`src/rtl/uart_pkg.sv`:
```
// Shared constants and types for the UART transmit-side arbitration logic.
// Optional build macro honoured by uart_tx_arbiter: UART_TX_ARB_PRIO_EN.
package uart_pkg;

    localparam int UART_DATA_WIDTH       = 8;
    localparam int DEFAULT_STALL_TIMEOUT = 1024;

    typedef enum logic {
        IDLE  = 1'b0,
        GRANT = 1'b1
    } arb_state_e;

endpackage

```
`src/rtl/uart_tx_arbiter_rr_arbiter.sv`:
```
// Combinational round-robin picker: searches upward from ptr+1 with wrap-around,
// optionally giving requester 0 strict precedence.
module rr_arbiter #(
    parameter int NUM_REQ = 4,
    parameter int IDX_W   = (NUM_REQ > 1) ? $clog2(NUM_REQ) : 1
) (
    input  logic [NUM_REQ-1:0] req,
    input  logic [IDX_W-1:0]   ptr,
    input  logic               prio_en,
    output logic [IDX_W-1:0]   winner,
    output logic               found
);

    logic [IDX_W-1:0] cand;

    // The first hit wins, so the requester right after ptr has the highest rank.
    always_comb begin
        winner = '0;
        found  = 1'b0;
        cand   = '0;
        if (prio_en && req[0]) begin
            winner = '0;
            found  = 1'b1;
        end else begin
            for (int k = 1; k <= NUM_REQ; k++) begin
                cand = IDX_W'((int'(ptr) + k) % NUM_REQ);
                if (!found && req[cand]) begin
                    winner = cand;
                    found  = 1'b1;
                end
            end
        end
    end

endmodule

```
`src/rtl/uart_tx_arbiter.sv`:
```
// Packet-atomic round-robin arbiter in front of the UART TX FIFO write port, with stall watchdog.
// Define UART_TX_ARB_PRIO_EN to give requester 0 strict priority at each arbitration point.
module uart_tx_arbiter
    import uart_pkg::*;
#(
    parameter int  NUM_REQ       = 4,
    parameter int  DATA_WIDTH    = UART_DATA_WIDTH,
    parameter int  STALL_TIMEOUT = DEFAULT_STALL_TIMEOUT,
    localparam int IDX_W         = $clog2(NUM_REQ)
) (
    input  logic                          uart_clk,
    input  logic                          rst_n,
    input  logic [NUM_REQ-1:0]            req_valid,
    input  logic [NUM_REQ*DATA_WIDTH-1:0] req_data,
    input  logic [NUM_REQ-1:0]            req_last,
    output logic [NUM_REQ-1:0]            req_ready,
    output logic [DATA_WIDTH-1:0]         tx_wr_data,
    output logic                          tx_wr_en,
    input  logic                          tx_full,
    output logic                          busy,
    output logic [IDX_W-1:0]              grant_id,
    output logic                          stall_abort,
    output logic [IDX_W-1:0]              abort_id
);

    localparam int CNT_W = (STALL_TIMEOUT > 0) ? $clog2(STALL_TIMEOUT + 1) : 1;

    arb_state_e       state_q, state_d;
    logic [IDX_W-1:0] grant_id_q, grant_id_d;
    logic [IDX_W-1:0] ptr_q, ptr_d;
    logic [IDX_W-1:0] abort_id_q, abort_id_d;
    logic [CNT_W-1:0] cnt_q, cnt_d;

    logic [IDX_W-1:0]      arb_winner;
    logic                  arb_found;
    logic                  prio_en;
    logic                  gnt_valid;
    logic                  gnt_last;
    logic [DATA_WIDTH-1:0] gnt_data;
    logic                  xfer;
    logic                  idle_cycle;
    logic                  timeout_hit;

`ifdef UART_TX_ARB_PRIO_EN
    assign prio_en = 1'b1;
`else
    assign prio_en = 1'b0;
`endif

    rr_arbiter #(
        .NUM_REQ (NUM_REQ),
        .IDX_W   (IDX_W)
    ) u_rr_arbiter (
        .req     (req_valid),
        .ptr     (ptr_q),
        .prio_en (prio_en),
        .winner  (arb_winner),
        .found   (arb_found)
    );

    assign gnt_valid  = req_valid[grant_id_q];
    assign gnt_last   = req_last[grant_id_q];
    assign gnt_data   = req_data[grant_id_q*DATA_WIDTH +: DATA_WIDTH];
    assign xfer       = (state_q == GRANT) && gnt_valid && !tx_full;
    // Backpressure from a full FIFO is not the requester's fault, so it never ages the watchdog.
    assign idle_cycle = (state_q == GRANT) && !gnt_valid && !tx_full;

    if (STALL_TIMEOUT > 0) begin : g_watchdog
        assign timeout_hit = idle_cycle && (cnt_q == CNT_W'(STALL_TIMEOUT - 1));
    end else begin : g_no_watchdog
        assign timeout_hit = 1'b0;
    end

    always_ff @(posedge uart_clk or negedge rst_n) begin
        if (!rst_n) begin
            state_q    <= IDLE;
            grant_id_q <= '0;
            ptr_q      <= IDX_W'(NUM_REQ - 1);
            abort_id_q <= '0;
            cnt_q      <= '0;
        end else begin
            state_q    <= state_d;
            grant_id_q <= grant_id_d;
            ptr_q      <= ptr_d;
            abort_id_q <= abort_id_d;
            cnt_q      <= cnt_d;
        end
    end

    always_comb begin
        state_d    = state_q;
        grant_id_d = grant_id_q;
        ptr_d      = ptr_q;
        abort_id_d = abort_id_q;
        cnt_d      = cnt_q;
        case (state_q)
            IDLE: begin
                if (arb_found) begin
                    state_d    = GRANT;
                    grant_id_d = arb_winner;
                    cnt_d      = '0;
                end
            end
            GRANT: begin
                if (xfer) begin
                    cnt_d = '0;
                    if (gnt_last) begin
                        state_d = IDLE;
                        ptr_d   = grant_id_q;
                    end
                end else if (timeout_hit) begin
                    // Bytes already pushed into the FIFO stay there; only the grant is reclaimed.
                    state_d    = IDLE;
                    ptr_d      = grant_id_q;
                    abort_id_d = grant_id_q;
                    cnt_d      = '0;
                end else if (idle_cycle) begin
                    cnt_d = cnt_q + 1'b1;
                end
            end
            default: state_d = IDLE;
        endcase
    end

    always_comb begin
        req_ready   = '0;
        tx_wr_en    = 1'b0;
        tx_wr_data  = '0;
        busy        = 1'b0;
        stall_abort = 1'b0;
        if (state_q == GRANT) begin
            busy                  = 1'b1;
            req_ready[grant_id_q] = !tx_full;
            tx_wr_en              = xfer;
            tx_wr_data            = gnt_data;
            stall_abort           = timeout_hit;
        end
    end

    assign grant_id = grant_id_q;
    assign abort_id = abort_id_q;

endmodule
```
`config.mk`:
```
export PLATFORM = sky130hd
export DESIGN_NAME = uart_tx_arbiter
export DESIGN_NICKNAME = d
export VERILOG_FILES = /design/src/rtl/uart_pkg.sv /design/src/rtl/uart_tx_arbiter_rr_arbiter.sv /design/src/rtl/uart_tx_arbiter.sv
export SDC_FILE = /design/constraint.sdc
export NUM_CORES = 1
export LEC_CHECK = 0
export CORE_UTILIZATION = 39
export DETAILED_ROUTE_END_ITERATION = 7
export PLACE_DENSITY = 0.87
export SLEW_MARGIN = 10
export SYNTH_ARGS = -nofsm -noshare
export SYNTH_HDL_FRONTEND = slang
export SYNTH_HIERARCHICAL = 1
export SYNTH_SLANG_ARGS = --single-unit
```
`constraint.sdc`:
```
create_clock -name uart_clk -period 2.25 [get_ports uart_clk]
set_clock_uncertainty 0.2 [all_clocks]
set_input_delay 0.45 -clock uart_clk [delete_from_list [all_inputs] [get_ports uart_clk]]
set_output_delay 0.45 -clock uart_clk [all_outputs]
set_load 0.05 [all_outputs]
```
==> results of run 1 <==
==> sequential cells by signal, indices dropped and copies added (netlist names) <==
signal    count
cnt_q        11
grant_id      2
state_q       1
abort_id      2
ptr_q         2
==> worst max-delay path: stages, from the launching register on <==
cell     delay, ns
dfstp_2       0.57
mux4_2        0.52
a21oi_2       0.13
o21ai_1       0.10
nor2b_4       0.16
or2_4         0.30
a31oi_1       0.25
==> layout by cell type (no fill, tap or decap), types with 3 or more instances in the layout <==
master           Yosys  layout
nand3b_1             4       4
buf_6                3       3
clkdlybuf4s50_1      0      29
mux2_1               4       4
a21oi_1              4       3
dlygate4sd2_1        0      15
buf_12               0       6
nand3_1              8       7
inv_1                4       3
dfrtp_1             16      13
buf_4                2      35
o21ai_1              4       4
buf_8                0       7
clkbuf_8             0       4
a31oi_1             10       6
and2_4               0       8
mux2_2               4       3
dfrtp_2              0       3
nor3b_1              3       3
conb_1               1       3
nand2_1             11      10
mux4_2              10      10
nor3_1               3       3
nor2_1               7       5
==> final cells by class <==
cell class | count | area (sq um)
well taps | 48 | 60.1
multi-input cells | 123 | 1120
repair buffers | 95 | 943
fillers | 237 | 1030
inverters | 4 | 18.8
clock buffers | 4 | 55.1
flip-flops and latches | 18 | 457
==> power by group through the flow <==
stage	clock [W]	sequential (W)	combinational, W
global route	0.000292	0.000542	0.00239
global placement	0	0.000518	0.00188
detailed placement	0	0.000520	0.00191
finish	0.000278	0.000535	0.00227
CTS	0.000272	0.000514	0.00215
floorplan	0	0.000544	0.00130
==> metal layers <==
layer  vias to the layer above  track usage  wire, um
met5                         -            0         0
met4                         0       0.0583       148
met3                        19       0.0429       463
met2                       101        0.426      2690
met1                       806        0.292      1940
li1                        763            -         -
==> cells by family after synthesis <==
logic type               Yosys count  share of synthesized area
AO/OA/AOI/OAI                     33                      0.153
XOR/XNOR                           1                    0.00577
adder cells (fa/ha/maj)            1                    0.00824
buffers and inverters             15                     0.0593
flip-flops                        18                      0.298
multiplexers                      19                      0.214
other                              1                    0.00247
AND/OR/NAND/NOR                   66                      0.258
==> metrics by stage <==
step	instances	utilization	instance area, sq um	setup slack, ns	TNS (ns)
global route	292	0.720	2660	-0.174	-1.20
finish	292	0.720	2660	-0.0683	-0.356
CTS	286	0.686	2530	-0.0328	-0.137
detailed placement	280	0.646	2380	-0.374	-6.36
floorplan	156	-	1580	-0.129	-0.392
global placement	280	0.646	2380	-0.282	-5.23
==> what timing repair did <==
action                                  in CTS  in global routing
endpoints found under the setup margin      24                 22
cloned                                       0                  0
gates resized for setup                     42                 14
buffers inserted                             2                  6
pin swaps                                    9                  5
==> worst max-delay path by stage <==
| stage | startpoint | to | slack (ns) | depth (start not counted) |
|---|---|---|---|---|
| after detailed placement | req_valid[1] | cnt_q[2] | -0.37 | 7 |
| after global placement | req_valid[0] | cnt_q[9] | -0.28 | 7 |
| after global routing | ptr_q[1] | cnt_q[3] | -0.17 | 6 |
| after CTS | grant_id[0] | tx_wr_data[7] | -0.03 | 4 |
| after floorplan | state_q | stall_abort | -0.13 | 4 |
| final | ptr_q[1] | cnt_q[3] | -0.07 | 6 |
==> metrics.md, run 1 <==
| Metric | Value |
|---|---|
| Largest net degree at the start of global routing | `19` |
| Top_reg_cell synth | `dfrtp_1` |
| Fin. Hold Viols | `0` |
| Core ar. | `approximately 0.0037 sq mm` |
| Worst slew margin | `0.649` |
| GPL Wtd Cong | `around 0.82` |
| Port Buffers | `61` |
| Vias per cell | `roughly 5.8` |
| HP Start | `abort_id[1]` |
| Share of flip-flops with an asynchronous set or reset | `1.00` |
| Hold Path Stages | `1` |
| Total track usage | `0.238` |
| RR Endpoint | `cnt_q[3]` |
| Grt total ovfl | `0` |
| Power Total | `0.00308 W` |
| I/O pins | `62` |
| Nets | `289` |
| Total number of vias | `1689` |
| CP startpoint kind | `flop` |
| Leakage | `1.10 nW` |
| Seq cells post-synth | `18` |
| Clk_lat worst skew | `0.26 ns` |
| Achievable frequency | `0.431 GHz` |
| Worst-path fanout max | `6` |
| Count leader, synth | `dfrtp_1` |
| CP required | `2.21 ns` |
| Htree depth | `1` |
| CTS root buffer | `clkbuf_8` |
| Mapped Cells | `154` |
| Layout cell share with drive strength beyond 1 | `0.426` |
| Post-synth top cells | `dfrtp_1 (16), nand2_1 (11), a31oi_1 (10), and2_1 (10), mux4_2 (10)` |
| Clock sinks | `18` |
| Sequential Power Share | `0.173` |
| Sequential area share after synthesis | `0.298` |
| Synth area leaders | `dfrtp_1 (26%), mux4_2 (15%), a31oi_1 (4.1%)` |
| Failing checks | `negative setup slack` |
| Part of the cycle the worst path needs | `1.03` |
| Clock Path Buffers | `2` |
| Slew Viols, Final | `0` |
| Initial antenna violation count | `0` |
| Yosys warning count | `6` |
| Number of diodes | `0` |
| Layout Area Growth over Synthesis | `75.0%` |
| Synthesized cell area | `0.00152 sq mm` |
| Cell variety after synth | `52` |
| First-pass DRT Iterations | `4` |
| Top cell type by total area after synthesis | `dfrtp_1` |
| Arr. time, crit path | `between 2 and 2.5 ns` |
| VDD IR-drop max | `approximately 570 uV` |
| Pin slew with the least headroom to its limit | `roughly 0.53 ns` |
| Routed WL per cell | `17.9 um` |
| Post-DP HPWL | `3480 um` |
| Worst Hold Margin | `slightly below 0.3 ns` |
| Global-route wire length before repair | `7740 um` |
| Setup violators final | `10` |
| TritonCTS clock tree | `yes` |
| Initial core utilization | `0.411` |
| P_sw | `around 0.0014 W` |
| Die height | `approximately 64 um` |
| Num CTS Buffers | `3` |
| Fin worst setup slack | `-0.0683 ns` |
| Worst r2r path cells | `6` |
| Status | `complete, but fails checks` |
| EDFF count, synth | `0` |
| Comb pwr share | `0.736` |
| Power Density | `1160 mW/mm^2` |
| Max-capacitance violation count | `0` |
| # hold bufs at CTS | `0` |
| Clock period minus worst slack | `between 2 and 2.5 ns` |
| CP endpoint kind | `flop` |
| Kind of critical path | `reg2reg` |
| Routed Antenna Nets | `0` |
| 1st-iter DRT viols | `90` |
| Num rows | `22` |
| Clock slew at reported path FFs | `0.08 ns` |
| Clock Power Share | `0.090` |
| DRC viols | `0` |
| Die area | `approximately 0.0041 sq mm` |
| RSZ-0062 raised after global routing | `true` |
| Sw Share | `0.452` |
| Top-area cell type share of the netlist area | `0.264` |
| Hold Path End | `abort_id[1]` |
| Avg Cell Area, Syn | `9.86 sq um` |
| Class of the worst hold path | `reg2reg` |
| Horiz. Die Dim | `~64 um` |
| WL final | `5240 um` |
| P_int | `0.00169 W` |
| Crit Reg-Reg Startpoint | `ptr_q[1]` |
| R2R Setup Slk | `-0.07 ns` |
| Via count of the first global-routing pass | `~1.6k` |
(Power assumes the default switching activity.)
==> run 2, diff against run 1 <==
--- a/config.mk
+++ b/config.mk
@@ -6,6 +6,7 @@
 export NUM_CORES = 1
 export LEC_CHECK = 0
 export CORE_UTILIZATION = 39
+export CTS_CLUSTER_SIZE = 24
 export DETAILED_ROUTE_END_ITERATION = 7
 export PLACE_DENSITY = 0.87
 export SLEW_MARGIN = 10
==> results of run 2 <==
Final layout, timing and power as in run 1 (identical DEF).
==> run 3, diff against run 2 <==
--- a/config.mk
+++ b/config.mk
@@ -5,10 +5,11 @@
 export SDC_FILE = /design/constraint.sdc
 export NUM_CORES = 1
 export LEC_CHECK = 0
-export CORE_UTILIZATION = 39
+export CORE_UTILIZATION = 40
+export CTS_BUF_LIST = sky130_fd_sc_hd__clkbuf_8
 export CTS_CLUSTER_SIZE = 24
 export DETAILED_ROUTE_END_ITERATION = 7
-export PLACE_DENSITY = 0.87
+export PLACE_DENSITY = 0.88
 export SLEW_MARGIN = 10
 export SYNTH_ARGS = -nofsm -noshare
 export SYNTH_HDL_FRONTEND = slang
==> metrics.md, run 3 (same netlist as run 1, synthesis figures left out) <==
| Metric | Value |
|---|---|
| Arr. time, crit path | `1.65 ns` |
| First-pass DRT Iterations | `4` |
| Clock sinks | `18` |
| Power Density | `1150 mW/mm^2` |
| RSZ-0062 raised after global routing | `true` |
| Fin worst setup slack | `-0.0543 ns` |
| Pin slew with the least headroom to its limit | `0.508 ns` |
| Routed Antenna Nets | `0` |
| Clock slew at reported path FFs | `0.07 ns` |
| 1st-iter DRT viols | `85` |
| Num CTS Buffers | `3` |
| Most common cell after layout, fill and taps aside | `clkdlybuf4s50_1` |
| Total number of vias | `1570` |
| Achievable frequency | `0.434 GHz` |
| Nets | `around 280` |
| Failing checks | `negative setup slack` |
| Slowest stage delay, CP | `0.48 ns` |
| Setup violators final | `9` |
| Initial core utilization | `0.415` |
| Slew Viols, Final | `0` |
| I/O pins | `62` |
| DRC viols | `0` |
| Biggest register | `cnt_q` |
| VDD IR-drop max | `roughly 530 uV` |
| Status | `complete, but fails checks` |
| Via count of the first global-routing pass | `between 1k and 1.5k` |
| Slowest cell on crit path | `mux4_2` |
| Port Buffers | `61` |
| CP endpoint kind | `output port` |
| Number of diodes | `0` |
| CP startpoint kind | `input pin` |
| Final Core Density | `0.698` |
| Initial antenna violation count | `0` |
| Max-capacitance violation count | `0` |
| Num rows | `22` |
| CTS root buffer | `clkbuf_8` |
| Total track usage | `0.232` |
| Max reg flops | `11` |
| Leakage | `between 1 and 1.5 nW` |
| Worst slew margin | `0.661` |
| TritonCTS clock tree | `yes` |
| GPL Wtd Cong | `0.850` |
| Fin. Hold Viols | `0` |
| # hold bufs at CTS | `0` |
| Class of the worst hold path | `reg2reg` |
| Horiz. Die Dim | `63.6 um` |
| CP Cell Sequence | `clkdlybuf4s50_1 > mux4_2 > and2_4 > buf_8` |
| CP required | `1.60 ns` |
| Layout Area Growth over Synthesis | `68.3%` |
| Post-DP HPWL | `between 3000 and 4000 um` |
| Grt total ovfl | `0` |
| Htree depth | `1` |
| Core ar. | `0.00366 sq mm` |
| Clock period minus worst slack | `2.30 ns` |
| Kind of critical path | `in2out` |
| Layout cell share with drive strength beyond 1 | `0.381` |
| Setup WS pre-CTS | `-0.318 ns` |
| Part of the cycle the worst path needs | `1.02` |
| Worst-path fanout max | `1` |
| WL final | `between 4000 and 5000 um` |
| Largest net degree at the start of global routing | `19` |
| Die area | `slightly above 0.004 sq mm` |
| Commonest cells after routing, fill and taps aside | `clkdlybuf4s50_1 (36), buf_4 (28), dfrtp_1 (14)` |
| Routed WL per cell | `15.6 um` |
| Setup total negative slack | `-0.223 ns` |
| Vias per cell | `5.53` |
| Clk_lat worst skew | `0.26 ns` |
| Global-route wire length before repair | `roughly 7400 um` |
| Clock Path Buffers | `2` |
| Die height | `about 64 um` |
-- run 3: cell types whose count changed in the layout (fill, tap and decap cells not counted), moves of 2 or more --
cell             delta
a31oi_1             +2
a31oi_4             -2
buf_4               -7
buf_6               -2
clkdlybuf4s50_1     +7
dlygate4sd2_1       -7
-- run 3: area by class of cell --
type                    count  area [sq um]
clock buffers               4          55.1
fillers                   249          1110
inverters                   4          18.8
multi-input cells         123          1070
flip-flops and latches     18           455
well taps                  48          60.1
repair buffers             87           897
-- run 3: layer usage --
metal | wire length [um] | share of wire | vias up | global-route usage
met4 | 52 | 0.012 | 0 | 0.0597
met5 | 0 | 0 | - | 0
li1 | - | - | 742 | -
met2 | 2220 | 0.50 | 69 | 0.394
met1 | 1860 | 0.42 | 754 | 0.307
met3 | 291 | 0.066 | 5 | 0.0326
-- run 3: power by group --
part | switching (W) | internal [W] | total [W]
clock network | 0.000111 | 0.000156 | 0.000267
logic | 0.00110 | 0.00107 | 0.00216
registers | 0.000106 | 0.000409 | 0.000515
total | 0.00131 | 0.00163 | 0.00295
-- run 3: final timing paths --
| kind | depth (start not counted) | end | start | slack [ns] |
|---|---|---|---|---|
| hold / removal | 1 | cnt_q[9] | cnt_q[9] | 0.29 |
| setup reg to reg | 6 | cnt_q[2] | ptr_q[1] | 0.05 |
| setup / recovery | 4 | tx_wr_data[5] | req_data[21] | -0.05 |
| max in group asynchronous | 2 | ptr_q[1] | rst_n | 1.28 |
| min in group asynchronous | 2 | abort_id[1] | rst_n | 0.31 |
| hold reg to reg | 1 | cnt_q[9] | cnt_q[9] | 0.29 |
-- run 3: stage by stage --
| step | std cells | area, sq um | hold WS (ns) | total power [W] |
|---|---|---|---|---|
| 2_1_floorplan | 156 | 1580 | -0.0456 | 0.00184 |
| 3_3_place_gp | 278 | 2380 | 0.272 | 0.00239 |
| 3_5_place_dp | 278 | 2380 | 0.275 | 0.00244 |
| 4_1_cts | 283 | 2520 | 0.285 | 0.00291 |
| 5_1_grt | 284 | 2550 | 0.317 | 0.00310 |
| 6_report | 284 | 2550 | 0.288 | 0.00295 |
-- run 3: critical path: cells and delay by family --
kind	cells	cell delay, ns
buffers and inverters	2	0.56
muxes	1	0.48
and+or+nand+nor	1	0.16
-- run 3: repair_timing --
item,in CTS,in global routing
gates resized for setup,33,5
pin swaps,9,3
setup endpoints to repair,24,22
buffers inserted,1,1
